==> src/rtl/instr_encode_if.sv <==
// Request/response bundle for the RV32I instruction encoder.
// master drives requests and consumes words; slave is the encoder.
interface instr_encode_if;
  logic        in_valid;
  logic        in_ready;
  logic [6:0]  opcode;
  logic [4:0]  rd;
  logic [4:0]  rs1;
  logic [4:0]  rs2;
  logic [2:0]  func3;
  logic [6:0]  func7;
  logic [31:0] imm;
  logic        out_valid;
  logic        out_ready;
  logic [31:0] out_instr;
  logic        out_err;

  modport master (
    output in_valid, opcode, rd, rs1, rs2, func3, func7, imm, out_ready,
    input  in_ready, out_valid, out_instr, out_err
  );

  modport slave (
    input  in_valid, opcode, rd, rs1, rs2, func3, func7, imm, out_ready,
    output in_ready, out_valid, out_instr, out_err
  );
endinterface

==> src/rtl/instr_encode_unit.sv <==
// Packs decoded RV32I fields plus a sign-extended immediate back into an
// instruction word; one register stage (S1) feeding a 2-entry output FIFO.
module instr_encode_unit #(
  parameter int unsigned CNT_W = 16
) (
  input  logic             clk,
  input  logic             rst_n,
  input  logic             enc_flush,
  instr_encode_if.slave    bus,
  output logic [CNT_W-1:0] enc_count,
  output logic [7:0]       err_count
);

  localparam int unsigned DEPTH   = 2;
  localparam int unsigned CW      = 2;
  localparam int unsigned IW      = 32;

  localparam logic [6:0] OP_IMM    = 7'b0010011;
  localparam logic [6:0] OP_LOAD   = 7'b0000011;
  localparam logic [6:0] OP_JALR   = 7'b1100111;
  localparam logic [6:0] OP_STORE  = 7'b0100011;
  localparam logic [6:0] OP_BRANCH = 7'b1100011;
  localparam logic [6:0] OP_JAL    = 7'b1101111;
  localparam logic [6:0] OP_LUI    = 7'b0110111;
  localparam logic [6:0] OP_AUIPC  = 7'b0010111;
  localparam logic [6:0] OP_REG    = 7'b0110011;
  localparam logic [IW-1:0] NOP_INSTR = 32'h0000_0013;

  logic [IW-1:0] enc_word;
  logic          enc_legal;
  logic          fits_12;
  logic          fits_13;
  logic          fits_21;

  logic          s1_valid;
  logic [IW-1:0] s1_instr;
  logic          s1_err;

  logic [IW-1:0] fifo_instr [DEPTH];
  logic          fifo_err   [DEPTH];
  logic          wr_ptr;
  logic          rd_ptr;
  logic [CW-1:0] fifo_count;

  logic          ready_c;
  logic          accept_c;
  logic          push_c;
  logic          pop_c;
  logic          fifo_has_room_c;

  // Immediate range checks: upper bits must be pure sign extension.
  assign fits_12 = (&bus.imm[31:11]) | ~(|bus.imm[31:11]);
  assign fits_13 = (&bus.imm[31:12]) | ~(|bus.imm[31:12]);
  assign fits_21 = (&bus.imm[31:20]) | ~(|bus.imm[31:20]);

  always_comb begin
    enc_word  = NOP_INSTR;
    enc_legal = 1'b0;
    unique case (bus.opcode)
      OP_IMM, OP_LOAD, OP_JALR: begin
        enc_legal = fits_12;
        enc_word  = {bus.imm[11:0], bus.rs1, bus.func3, bus.rd, bus.opcode};
      end
      OP_STORE: begin
        enc_legal = fits_12;
        enc_word  = {bus.imm[11:5], bus.rs2, bus.rs1, bus.func3,
                     bus.imm[4:0], bus.opcode};
      end
      OP_BRANCH: begin
        enc_legal = fits_13 & ~bus.imm[0];
        enc_word  = {bus.imm[12], bus.imm[10:5], bus.rs2, bus.rs1, bus.func3,
                     bus.imm[4:1], bus.imm[11], bus.opcode};
      end
      OP_JAL: begin
        enc_legal = fits_21 & ~bus.imm[0];
        enc_word  = {bus.imm[20], bus.imm[10:1], bus.imm[11], bus.imm[19:12],
                     bus.rd, bus.opcode};
      end
      OP_LUI, OP_AUIPC: begin
        enc_legal = ~(|bus.imm[11:0]);
        enc_word  = {bus.imm[31:12], bus.rd, bus.opcode};
      end
      OP_REG: begin
        enc_legal = 1'b1;
        enc_word  = {bus.func7, bus.rs2, bus.rs1, bus.func3, bus.rd, bus.opcode};
      end
      default: begin
        enc_legal = 1'b0;
        enc_word  = NOP_INSTR;
      end
    endcase
    if (!enc_legal) begin
      enc_word = NOP_INSTR;
    end
  end

  // Handshake decisions use only registered occupancy, never out_ready.
  assign fifo_has_room_c = (fifo_count < CW'(DEPTH));
  assign ready_c         = ~enc_flush & (~s1_valid | fifo_has_room_c);
  assign accept_c        = bus.in_valid & ready_c;
  assign push_c          = s1_valid & fifo_has_room_c;
  assign pop_c           = (fifo_count != '0) & bus.out_ready;

  assign bus.in_ready  = ready_c;
  assign bus.out_valid = (fifo_count != '0);
  assign bus.out_instr = fifo_instr[rd_ptr];
  assign bus.out_err   = (fifo_count != '0) & fifo_err[rd_ptr];

  // S1 register: loads on accept, may reload in the same cycle it drains.
  always_ff @(posedge clk or negedge rst_n) begin
    if (!rst_n) begin
      s1_valid <= 1'b0;
      s1_instr <= '0;
      s1_err   <= 1'b0;
    end else if (enc_flush) begin
      s1_valid <= 1'b0;
    end else if (accept_c) begin
      s1_valid <= 1'b1;
      s1_instr <= enc_word;
      s1_err   <= ~enc_legal;
    end else if (push_c) begin
      s1_valid <= 1'b0;
    end
  end

  // Output FIFO storage and pointers.
  always_ff @(posedge clk or negedge rst_n) begin
    if (!rst_n) begin
      for (int i = 0; i < int'(DEPTH); i++) begin
        fifo_instr[i] <= '0;
        fifo_err[i]   <= 1'b0;
      end
      wr_ptr     <= 1'b0;
      rd_ptr     <= 1'b0;
      fifo_count <= '0;
    end else if (enc_flush) begin
      wr_ptr     <= 1'b0;
      rd_ptr     <= 1'b0;
      fifo_count <= '0;
    end else begin
      if (push_c) begin
        fifo_instr[wr_ptr] <= s1_instr;
        fifo_err[wr_ptr]   <= s1_err;
        wr_ptr             <= ~wr_ptr;
      end
      if (pop_c) begin
        rd_ptr <= ~rd_ptr;
      end
      unique case ({push_c, pop_c})
        2'b10:   fifo_count <= fifo_count + CW'(1);
        2'b01:   fifo_count <= fifo_count - CW'(1);
        default: fifo_count <= fifo_count;
      endcase
    end
  end

  // Accept counters: legal count wraps, illegal count saturates.
  always_ff @(posedge clk or negedge rst_n) begin
    if (!rst_n) begin
      enc_count <= '0;
      err_count <= '0;
    end else if (accept_c) begin
      if (enc_legal) begin
        enc_count <= enc_count + CNT_W'(1);
      end else if (err_count != 8'hFF) begin
        err_count <= err_count + 8'd1;
      end
    end
  end

endmodule

==> src/flat_wrapper.sv <==
// flat-port wrapper written by rule: the top's interface ports become plain ports
module instr_encode_unit_flat 
#(
  parameter int unsigned CNT_W = 16
)
  (clk, rst_n, enc_flush, enc_count, err_count, bus_in_valid, bus_opcode, bus_rd, bus_rs1, bus_rs2, bus_func3, bus_func7, bus_imm, bus_out_ready, bus_in_ready, bus_out_valid, bus_out_instr, bus_out_err);
  instr_encode_if bus_i ();
  input  logic clk;
  input  logic rst_n;
  input  logic enc_flush;
  output logic [CNT_W-1:0] enc_count;
  output logic [7:0] err_count;
  input wire logic [$bits(bus_i.in_valid)-1:0] bus_in_valid;
  input wire logic [$bits(bus_i.opcode)-1:0] bus_opcode;
  input wire logic [$bits(bus_i.rd)-1:0] bus_rd;
  input wire logic [$bits(bus_i.rs1)-1:0] bus_rs1;
  input wire logic [$bits(bus_i.rs2)-1:0] bus_rs2;
  input wire logic [$bits(bus_i.func3)-1:0] bus_func3;
  input wire logic [$bits(bus_i.func7)-1:0] bus_func7;
  input wire logic [$bits(bus_i.imm)-1:0] bus_imm;
  input wire logic [$bits(bus_i.out_ready)-1:0] bus_out_ready;
  output wire logic [$bits(bus_i.in_ready)-1:0] bus_in_ready;
  output wire logic [$bits(bus_i.out_valid)-1:0] bus_out_valid;
  output wire logic [$bits(bus_i.out_instr)-1:0] bus_out_instr;
  output wire logic [$bits(bus_i.out_err)-1:0] bus_out_err;
  assign bus_i.in_valid = bus_in_valid;
  assign bus_i.opcode = bus_opcode;
  assign bus_i.rd = bus_rd;
  assign bus_i.rs1 = bus_rs1;
  assign bus_i.rs2 = bus_rs2;
  assign bus_i.func3 = bus_func3;
  assign bus_i.func7 = bus_func7;
  assign bus_i.imm = bus_imm;
  assign bus_i.out_ready = bus_out_ready;
  assign bus_in_ready = bus_i.in_ready;
  assign bus_out_valid = bus_i.out_valid;
  assign bus_out_instr = bus_i.out_instr;
  assign bus_out_err = bus_i.out_err;
  instr_encode_unit #(.CNT_W(CNT_W)) u_core (.clk(clk), .rst_n(rst_n), .enc_flush(enc_flush), .bus(bus_i), .enc_count(enc_count), .err_count(err_count));
endmodule
==> config.mk <==
export PLATFORM = sky130hd
export DESIGN_NAME = instr_encode_unit_flat
export DESIGN_NICKNAME = d
export VERILOG_FILES = /design/src/rtl/instr_encode_if.sv /design/src/rtl/instr_encode_unit.sv /design/src/flat_wrapper.sv
export SDC_FILE = /design/constraint.sdc
export NUM_CORES = 1
export LEC_CHECK = 0
export ABC_CLOCK_PERIOD_IN_PS = 2600
export CAP_MARGIN = 0
export CORE_ASPECT_RATIO = 0.8
export CORE_MARGIN = 2
export CORE_UTILIZATION = 51
export CTS_CLUSTER_DIAMETER = 60
export DETAILED_ROUTE_END_ITERATION = 6
export PLACE_DENSITY = 0.8
export REMOVE_ABC_BUFFERS = 1
export SLEW_MARGIN = 20
export SYNTH_ARGS = -nofsm -noshare
export SYNTH_HDL_FRONTEND = slang
export SYNTH_SLANG_ARGS = --single-unit
==> constraint.sdc <==
create_clock -name clk -period 2.6 [get_ports clk]
set_clock_uncertainty 0.1 [all_clocks]
set_input_delay 0.52 -clock clk [delete_from_list [all_inputs] [get_ports clk]]
set_output_delay 0.52 -clock clk [all_outputs]
set_load 0.01 [all_outputs]
==> metrics.txt, run 1 <==
worst path required time=2.80 ns; Crit Path Max Fanout=4; drt wl/cell=19.8 µm; Post-synth EDFFs=0; DP Worst Slack=-0.428 ns; yosys warns=0; fmax=390 MHz; M1 GR Usage=0.360; Nets=791; routability cong.=0.919; HPWL Detailed=12000 µm; clk_lat worst skew=0.42 ns; vias in the first global route=5255; synthesized instance count=534; Final Cycle Share=0.985; first-pass GRT wire length=27600 µm; share of layout cells above drive strength 1=0.315; Setup-failing EPs final=0; startpoint types=primary input; vias per cell=5.86; die width=127 µm; CTS tree=yes; arrival time at the worst endpoint=2.77 ns; pwr dens=597 nW/µm²; Root Driver=clkbuf_16; Mean Syn Cell Area=11.5 µm²; min cycle time layout=2.56 ns; status=finished with violations; failing checks=DRC, hold timing; asr flop ratio synth=1.00; Inst Count DP=847; most area-hungry cell type in the Yosys netlist=dfrtp_1; clk slew on worst S/H paths=0.06 ns; Initial Util=0.527; Peak supply drop=0.419 mV; H-tree levels=4; most area-consuming cells after synthesis=dfrtp_1 52%, mux2_2 18%, o31ai_1 3.5%, nand2_1 3.1%, xnor2_1 2.0%; largest net degree at the start of global routing=49; final non-filler cell total=881; overall global routing resource usage=0.277; cts bufs inserted=17; # fillers=752; reg2reg setup slack=0.59 ns; clock tree buffer depth=2; die area=12900 µm²; Post-synth top cells=128 x dfrtp_1, 100 x mux2_2, 51 x nand2_1; PortBufs=127; n_diodes=0; CP Capture Type=flop; Crit Path Class=in -> reg; FF+latch count, synth=128; CTS hold repair buffers=0; Routed Antenna Nets=0; # rows=35; Fin. Hold Viols=2; Leak Pwr=3.93 nW; initial antenna violation count=0; post-synthesis cell type count=51; vias=5165; M3 GR Usage=0.0455; Rel. slew slack=0.585; Core Box Area=11600 µm²; P&R area growth vs syn=43.0%; Top FF cell, synth=dfrtp_1; Finished Core Util=0.754; met2 Usage GRT=0.467; Top Usage Layer GRT=met2; DR iter-0 viols=378; drt first pass iters=7; Hold Slack=-0.00233 ns; top-area cell type share of the netlist area=0.521; register area share after synthesis=0.521; clock tree sinks=128; IO Pins=128; GR Overflow Total=0; Slew Limit Fails=0; residual DRC count=3; Hold WC Path Type=in -> async; drt total wl=17400 µm; top-count cell post-synth=dfrtp_1; Max-cap violations=0; Slew @ Worst Pin=0.623 ns; die height=102 µm; setup ws final=0.0384 ns; Post-Syn Area=6140 µm²
timing repair:
action	in CTS	in global routing
resized for setup	1	20
pin swaps	0	7
setup buffers	0	2
setup endpoints to repair	5	43
final cells by class:
type                            count  area, µm²  share of cell area
Clock buffer                       17        425              0.0484
Clock inverter                     15        178              0.0202
Inverter                            7       26.3             0.00299
Multi-Input combinational cell    366       2860               0.325
Sequential cell                   128       3200               0.365
Tap cell                          148        185              0.0211
Timing Repair Buffer              200       1910               0.218
layer usage:
layer / wire length, µm / share of wire / vias up
met5: 0 / 0 / -
met4: 495 / 0.028 / 0
met3: 867 / 0.050 / 40
met2: 8650 / 0.50 / 194
met1: 7390 / 0.42 / 2597
li1: - / - / 2334
path summary, 6_finish.rpt:
kind                                           start                     to  cells past startpoint
min in group clk                u_core.enc_count[15]   u_core.enc_count[15]                      1
worst min-delay path                           rst_n  u_core.fifo_instr[19]                      1
worst max-delay path                      bus_imm[0]    u_core.err_count[7]                      8
worst min register to register  u_core.enc_count[15]   u_core.enc_count[15]                      1
max in group asynchronous                      rst_n  u_core.fifo_instr[45]                      2
worst max register to register  u_core.fifo_count[1]    u_core.err_count[7]                      5
power breakdown:
group / total (W) / switching [W] / leakage [nW] / internal, W
Sequential: 0.00217 / 0.0000919 / 1.73 / 0.00208
Combinational: 0.000669 / 0.000297 / 1.93 / 0.000372
Clock: 0.00241 / 0.000968 / 0.278 / 0.00144
Total: 0.00525 / 0.00136 / 3.93 / 0.00389
state kept, by name, indices dropped and copies added (netlist names):
register           cells
u_core.fifo_instr     64
u_core.s1_instr       32
u_core.enc_count      16
u_core.err_count       8
u_core.fifo_count      2
u_core.fifo_err        2
u_core.rd_ptr          1
u_core.s1_err          1
u_core.s1_valid        1
u_core.wr_ptr          1
cells by family (layout without fill, tap and decap cells):
family	count (synthesis)	count (layout)	share of synthesized area
adder cells (fa/ha/maj)	2	2	0.00407
AND/OR/NAND/NOR	148	148	0.125
buffers and inverters	40	239	0.0271
XOR/XNOR	24	24	0.0354
multiplexers	101	101	0.185
flip-flops	128	128	0.521
AO/OA/AOI/OAI	91	91	0.103
cell usage in the layout, fill, tap and decap left out, types with 6 or more instances in the layout:
master,count
xnor2_1,14
a21oi_1,18
o21ai_0,6
xor2_1,9
nor2_1,21
nand4_1,14
buf_12,6
o31ai_1,29
buf_4,66
mux2_2,100
dfrtp_1,128
clkdlybuf4s50_1,121
a22o_1,6
a22oi_1,14
inv_1,7
nand2_1,49
nand3_1,13
clkbuf_16,17
critical path, stage by stage:
cell             delay [ns]
clkdlybuf4s50_1        0.53
nor4_1                 0.08
buf_4                  0.14
and4_1                 0.16
or2_1                  0.25
or3_4                  0.41
or4_4                  0.54
xnor2_2                0.15
through the flow:
stage          power, W  cell area [µm²]  setup TNS (ns)  hold slack, ns
6_report        0.00525             8780               0        -0.00233
3_5_place_dp    0.00287             8090          -19.17           0.371
3_3_place_gp    0.00285             8090          -14.17           0.357
4_1_cts         0.00527             8690               0          0.0263
5_1_grt         0.00544             8780         -0.0327          0.0570
2_1_floorplan   0.00243             6000          -77.69           0.124
Note: power is estimated with default switching activity, not from simulation.
==> run 2, diff against run 1 <==
ABC_AREA = 1   (was not set)
CORE_UTILIZATION = 53   (was 51)
CTS_CLUSTER_SIZE = 14   (was not set)
HOLD_SLACK_MARGIN = 0.02   (was not set)
PLACE_DENSITY = 0.81   (was 0.8)
==> metrics.txt, run 2 <==
status=finished with violations (unchanged); failing checks=DRC (was DRC, hold timing); Mean Syn Cell Area=7.30 µm² (was 11.5 µm²); post-route cell area=8840 µm² (was 8780 µm²); CTS tree=yes (unchanged); RSZ-0062 raised after global routing=no; vias per cell=5.30 (was 5.86); yosys warns=0 (unchanged); fmax=394 MHz (was 390 MHz); Initial Util=0.546 (was 0.527); most area-consuming cells after synthesis=dfrtp_1 48%, nand2_1 21%, o21ai_0 6.8%, inv_1 5.1%, nand3_1 4.0% (was dfrtp_1 52%, mux2_2 18%, o31ai_1 3.5%, nand2_1 3.1%, xnor2_1 2.0%); overall global routing resource usage=0.290 (was 0.277); Reg2Reg Launch Point=u_core.err_count[0] (was u_core.fifo_count[1]); synthesized instance count=915 (was 534); Core Box Area=12300 µm² (was 11600 µm²); H-tree levels=4 (unchanged); clk slew on worst S/H paths=0.06 ns (about the same); Setup-failing EPs final=0 (unchanged); highest-count cells in the layout ignoring fill and taps=379 x nand2_1, 128 x dfrtp_1, 126 x clkdlybuf4s50_1 (was 128 x dfrtp_1, 121 x clkdlybuf4s50_1, 100 x mux2_2); Critical Path Source=u_core.rd_ptr (was bus_imm[0]); cts bufs inserted=17 (unchanged); biggest regs=u_core.fifo_instr: 64 flops, u_core.s1_instr: 32 flops, u_core.enc_count: 16 flops (unchanged); Leak Pwr=4.37 nW (was 3.93 nW); Area after DPL=8250 µm² (was 8090 µm²); Rel. slew slack=0.664 (was 0.585); Post-CTS Setup Bufs=0 (unchanged); die area=13500 µm² (was 12900 µm²); Routed Antenna Nets=0 (unchanged); # fillers=988 (was 752); Max-cap violations=0 (unchanged); die width=130 µm (was 127 µm); die height=104 µm (was 102 µm); Post-Syn Area=6680 µm² (was 6140 µm²); setup ws final=0.0630 ns (was 0.0384 ns); initial antenna violation count=1 (was 0); HPWL Detailed=12700 µm (was 12000 µm); Fin. Hold Viols=0 (was 2); Post-synth EDFFs=0 (unchanged); post-synthesis cell type count=33 (was 51); min cycle time layout=2.54 ns (was 2.56 ns); IO Pins=128 (unchanged); Root Driver=clkbuf_16 (unchanged); top-count cell post-synth=nand2_1 (was dfrtp_1); Slew Limit Fails=0 (unchanged); hold_sp=u_core.s1_instr[1]; largest net degree at the start of global routing=68 (was 49); Post-synth top cells=380 x nand2_1, 128 x dfrtp_1, 91 x o21ai_0 (was 128 x dfrtp_1, 100 x mux2_2, 51 x nand2_1); max reg flops=64 (unchanged); drt first pass iters=7 (unchanged); vias in the first global route=6122 (was 5255); Finished Core Util=0.722 (was 0.754); Nets=1123 (was 791); most area-hungry cell type in the Yosys netlist=dfrtp_1 (unchanged); Crit Path Max Fanout=17 (was 4); worst path required time=1.98 ns (was 2.80 ns); CP Capture Type=output pin (was flop); DR iter-0 viols=567 (was 378); DP Worst Slack=-0.111 ns (was -0.428 ns); pwr dens=616 nW/µm² (was 597 nW/µm²); routability cong.=0.910 (was 0.919); arrival time at the worst endpoint=1.92 ns (was 2.77 ns); residual DRC count=1 (was 3); top-area cell type share of the netlist area=0.479 (was 0.521); FF/Latch Area=3200 µm² (unchanged); Biggest register=u_core.fifo_instr (unchanged); first-pass GRT wire length=30800 µm (was 27600 µm); Final Cycle Share=0.976 (was 0.985); share of layout cells above drive strength 1=0.0695 (was 0.315); multi-input logic area=2990 µm² (was 2860 µm²); clock tree buffer depth=2 (unchanged); clock tree sinks=128 (unchanged); Crit Path Class=reg -> out (was in -> reg); register area share after synthesis=0.479 (was 0.521); P&R area growth vs syn=32.3% (was 43.0%); asr flop ratio synth=1.00 (unchanged); commonest non-fill, non-tap cell in the layout=nand2_1 (was dfrtp_1); clk_lat worst skew=0.41 ns (was 0.42 ns); Peak supply drop=0.527 mV (was 0.419 mV); PortBufs=127 (unchanged); # rows=36 (was 35); drt total wl=19200 µm (was 17400 µm); n_diodes=0 (unchanged); Slew @ Worst Pin=0.501 ns (was 0.623 ns); Hold WC Path Type=reg -> reg (was in -> async); drt wl/cell=15.5 µm (was 19.8 µm); Final TNS setup=0 ns (unchanged); startpoint types=flop (was primary input); GR Overflow Total=0 (unchanged); vias=6554 (was 5165); Top FF cell, synth=dfrtp_1 (unchanged); FF+latch count, synth=128 (unchanged)
-- run 2: cell count changes after synthesis, moves of 7 or more --
cell	before	now
a22oi_1	14	1
nand2_1	51	380
nor2_1	22	50
o31ai_1	29	0
a21oi_1	20	11
nand3_1	13	53
nand2_2	0	7
inv_1	7	90
mux2_2	100	0
o21ai_0	6	91
xnor2_1	14	7
-- run 2: repair_timing --
item	CTS	global route
hold buffers	1	0
endpoints found under the setup margin	0	1
gates resized for setup	0	1
endpoints found under the hold margin	34	0
-- run 2: per-layer routing --
layer | GRT usage | share of wire
met2 | 0.436 | 0.45
met4 | 0.0937 | 0.016
met3 | 0.0756 | 0.094
met5 | 0 | 0.00052
met1 | 0.412 | 0.44
-- run 2: path summary, 6_finish.rpt --
kind / end / slack (ns) / cells after the start
min reg2reg: u_core.s1_instr[1] / 0.36 / 2
max in group asynchronous: u_core.fifo_instr[60] / 1.07 / 3
min in group asynchronous: u_core.fifo_instr[40] / 0.52 / 2
min: u_core.s1_instr[1] / 0.36 / 2
max: bus_out_err / 0.06 / 5
max reg2reg: u_core.err_count[1] / 0.80 / 8
-- run 2: critical path, stage by stage, from the launching register on --
cell and delay, ns:
dfrtp_1 0.40, inv_2 0.13, buf_12 0.18, nand2_1 0.06, a21oi_1 0.16, clkdlybuf4s50_1 0.57
-- run 2: final cells by class --
type,count,share of cell area
well taps,171,0.0242
repair buffers,152,0.174
clock buffers,22,0.0536
clock inverters,10,0.00976
inverters,91,0.0386
multi-input cells,662,0.338
flip-flops and latches,128,0.362
-- run 2: power breakdown --
part	switching (W)	internal (W)	total, W
Sequential	0.000107	0.00211	0.00222
Combinational	0.000549	0.000429	0.000978
Clock	0.000870	0.00138	0.00225
Total	0.00153	0.00392	0.00545
-- run 2: cells by family after synthesis --
group                      Yosys count  synth area share
and+or+nand+nor                    519             0.320
DFF                                128             0.479
buffers and inverters              125            0.0752
AOI/OAI and AO/OA                  120            0.0940
xor gates and xnor gates            21            0.0275
adders and majority gates            2           0.00374
-- run 2: stage by stage --
step	hold WS (ns)	power (W)	std cells
after floorplan	0.124	0.00263	881
after global placement	0.341	0.00316	1202
after detailed placement	0.354	0.00318	1202
after CTS	0.367	0.00543	1235
after global routing	0.376	0.00567	1236
final	0.363	0.00545	1236
==> run 3, diff against run 2 <==
ABC_CLOCK_PERIOD_IN_PS = not set   (was 2600)
PLACE_DENSITY = 0.79   (was 0.81)
==> metrics.txt, run 3 (synthesis results as in run 2) <==
status=finished clean (was finished with violations); Hold Crit Depth=2 (unchanged); Hold Slack=0.377 ns (was 0.363 ns); residual DRC count=0 (was 1); Crit Path Max Fanout=20 (was 17); worst path required time=1.98 ns (about the same); P&R area growth vs syn=33.6% (was 32.3%); hold_sp=u_core.s1_instr[0] (was u_core.s1_instr[1]); Reg2Reg Launch Point=u_core.err_count[0] (unchanged); GR Overflow Total=0 (unchanged); min cycle time layout=2.48 ns (was 2.54 ns); drt total wl=18200 µm (was 19200 µm); Clk pwr share=0.448 (was 0.413); Routed Antenna Nets=0 (unchanged); arrival time at the worst endpoint=1.86 ns (was 1.92 ns); highest-count cells in the layout ignoring fill and taps=379 x nand2_1, 128 x dfrtp_1, 126 x clkdlybuf4s50_1 (unchanged); Fin. Hold Viols=0 (unchanged); HPWL Detailed=12500 µm (was 12700 µm); Peak supply drop=0.612 mV (was 0.527 mV); Setup-failing EPs final=0 (unchanged); Core Box Area=12300 µm² (unchanged); reg2reg setup slack=0.74 ns (was 0.80 ns); vias=6429 (was 6554); overall global routing resource usage=0.282 (was 0.290); Post-CTS Setup Bufs=0 (unchanged); routability cong.=0.929 (was 0.910); Slew @ Worst Pin=0.431 ns (was 0.501 ns); Crit path buffers/inverters=3 (unchanged); drt wl/cell=14.7 µm (was 15.5 µm); Crit Path Class=reg -> out (unchanged); PortBufs=127 (unchanged); WHS Endpoint=u_core.s1_instr[0] (was u_core.s1_instr[1]); cts bufs inserted=17 (unchanged); NetSw=0.00156 W (was 0.00153 W); # rows=36 (unchanged); fmax=403 MHz (was 394 MHz); clock tree sinks=128 (unchanged); largest net degree at the start of global routing=83 (was 68); vias in the first global route=6031 (was 6122); final non-filler cell total=1240 (was 1236); first-pass GRT wire length=30000 µm (was 30800 µm); die height=104 µm (unchanged); Slew Limit Fails=0 (unchanged); IO Pins=128 (unchanged); CP top delay family=buffers and inverters (unchanged); die area=13500 µm² (unchanged); Final Cycle Share=0.954 (was 0.976); vias per cell=5.18 (was 5.30); CP max stage delay=0.54 ns (was 0.57 ns); share of layout cells above drive strength 1=0.0739 (was 0.0695); initial antenna violation count=0 (was 1); Sequential Power Share=0.389 (was 0.407); part of the power in combinational logic=0.163 (was 0.179); Biggest register=u_core.fifo_instr (unchanged); Root Driver=clkbuf_16 (unchanged); Inst Count DP=1207 (was 1202); Rel. slew slack=0.710 (was 0.664); clk_lat worst skew=0.42 ns (was 0.41 ns); Hold WC Path Type=reg -> reg (unchanged); max reg flops=64 (unchanged); pwr dens=638 nW/µm² (was 616 nW/µm²); Nets=1127 (was 1123); # fillers=994 (was 988); n_diodes=0 (unchanged); cell repeated most along the worst path=nand2_1; commonest non-fill, non-tap cell in the layout=nand2_1 (unchanged); slowest stage cell, crit path=clkdlybuf4s50_1 (unchanged); RSZ-0062 raised after global routing=no (unchanged); switching share of power=0.273 (was 0.280); clk slew on worst S/H paths=0.06 ns (about the same); die width=130 µm (unchanged); CTS tree=yes (unchanged); H-tree levels=4 (unchanged); Initial Util=0.546 (unchanged); Leak Pwr=4.41 nW (was 4.37 nW); clock tree buffer depth=2 (unchanged); worst path cell trace=inv_1, buf_6, nand2_1, nand2_1, clkdlybuf4s50_1 (was inv_2, buf_12, nand2_1, a21oi_1, clkdlybuf4s50_1); biggest regs=u_core.fifo_instr: 64 flops, u_core.s1_instr: 32 flops, u_core.enc_count: 16 flops (unchanged); Max-cap violations=0 (unchanged); DR iter-0 viols=534 (was 567); CP Capture Type=output pin (unchanged); reg2reg path depth=8 (unchanged); internal power=0.00414 W (was 0.00392 W); drt first pass iters=5 (was 7); startpoint types=flop (unchanged); R2R Path End=u_core.err_count[6] (was u_core.err_count[1])
[run 3: power groups by stage]
stage          clock, W  sequential [W]  combinational, W
2_1_floorplan         0         0.00226          0.000374
5_1_grt         0.00267         0.00223           0.00103
4_1_cts         0.00257         0.00221          0.000930
3_5_place_dp          0         0.00224          0.000918
3_3_place_gp          0         0.00224          0.000906
6_report        0.00255         0.00221          0.000930
[run 3: worst register-to-register path, stage by stage (launching register included)]
cell	delay, ns
dfrtp_1	0.42
ha_1	0.23
nand3_1	0.08
nor2_1	0.16
nand3_1	0.31
nand4_1	0.22
buf_4	0.17
nand2_1	0.05
nand2_1	0.06
[run 3: stage by stage]
step,setup slack [ns],total power [W],instance area [µm²],utilization,setup TNS [ns]
after global routing,0.0201,0.00593,8930,0.729,0
after detailed placement,-0.0390,0.00316,8290,0.676,-0.433
after floorplan,0.279,0.00263,6520,-,0
final,0.119,0.00570,8930,0.729,0
after CTS,0.0589,0.00571,8930,0.729,0
after global placement,0.0402,0.00315,8290,0.676,0
[run 3: metal layers]
layer	wire, µm	track usage
met1	8370	0.407
met2	8160	0.432
met3	1340	0.0571
met4	310	0.0837
met5	0	0
[run 3: timing repair]
item | 4_1_cts | 5_1_grt
setup endpoints to repair | 0 | 7
gates resized for setup | 0 | 1
hold buffers | 1 | 0
hold endpoints to repair | 20 | 0
[run 3: layout make-up]
type	instances	area, µm²	area share
Sequential cell	128	3200	0.359
Multi-Input combinational cell	662	2990	0.334
Timing Repair Buffer	156	1560	0.174
Clock buffer	17	425	0.0476
Inverter	91	342	0.0383
Tap cell	171	214	0.0240
Clock inverter	15	205	0.0230
[run 3: worst max path at each step]
stage             startpoint                   to  slack, ns  cells past startpoint
3_3_place_gp   bus_opcode[2]  u_core.s1_instr[15]       0.04                     11
3_5_place_dp   bus_opcode[2]  u_core.s1_instr[15]      -0.04                     11
2_1_floorplan      enc_flush  u_core.s1_instr[25]       0.28                      5
6_report       u_core.rd_ptr     bus_out_instr[3]       0.12                      5
4_1_cts        u_core.rd_ptr     bus_out_instr[6]       0.06                      5
5_1_grt        u_core.rd_ptr          bus_out_err       0.02                      4
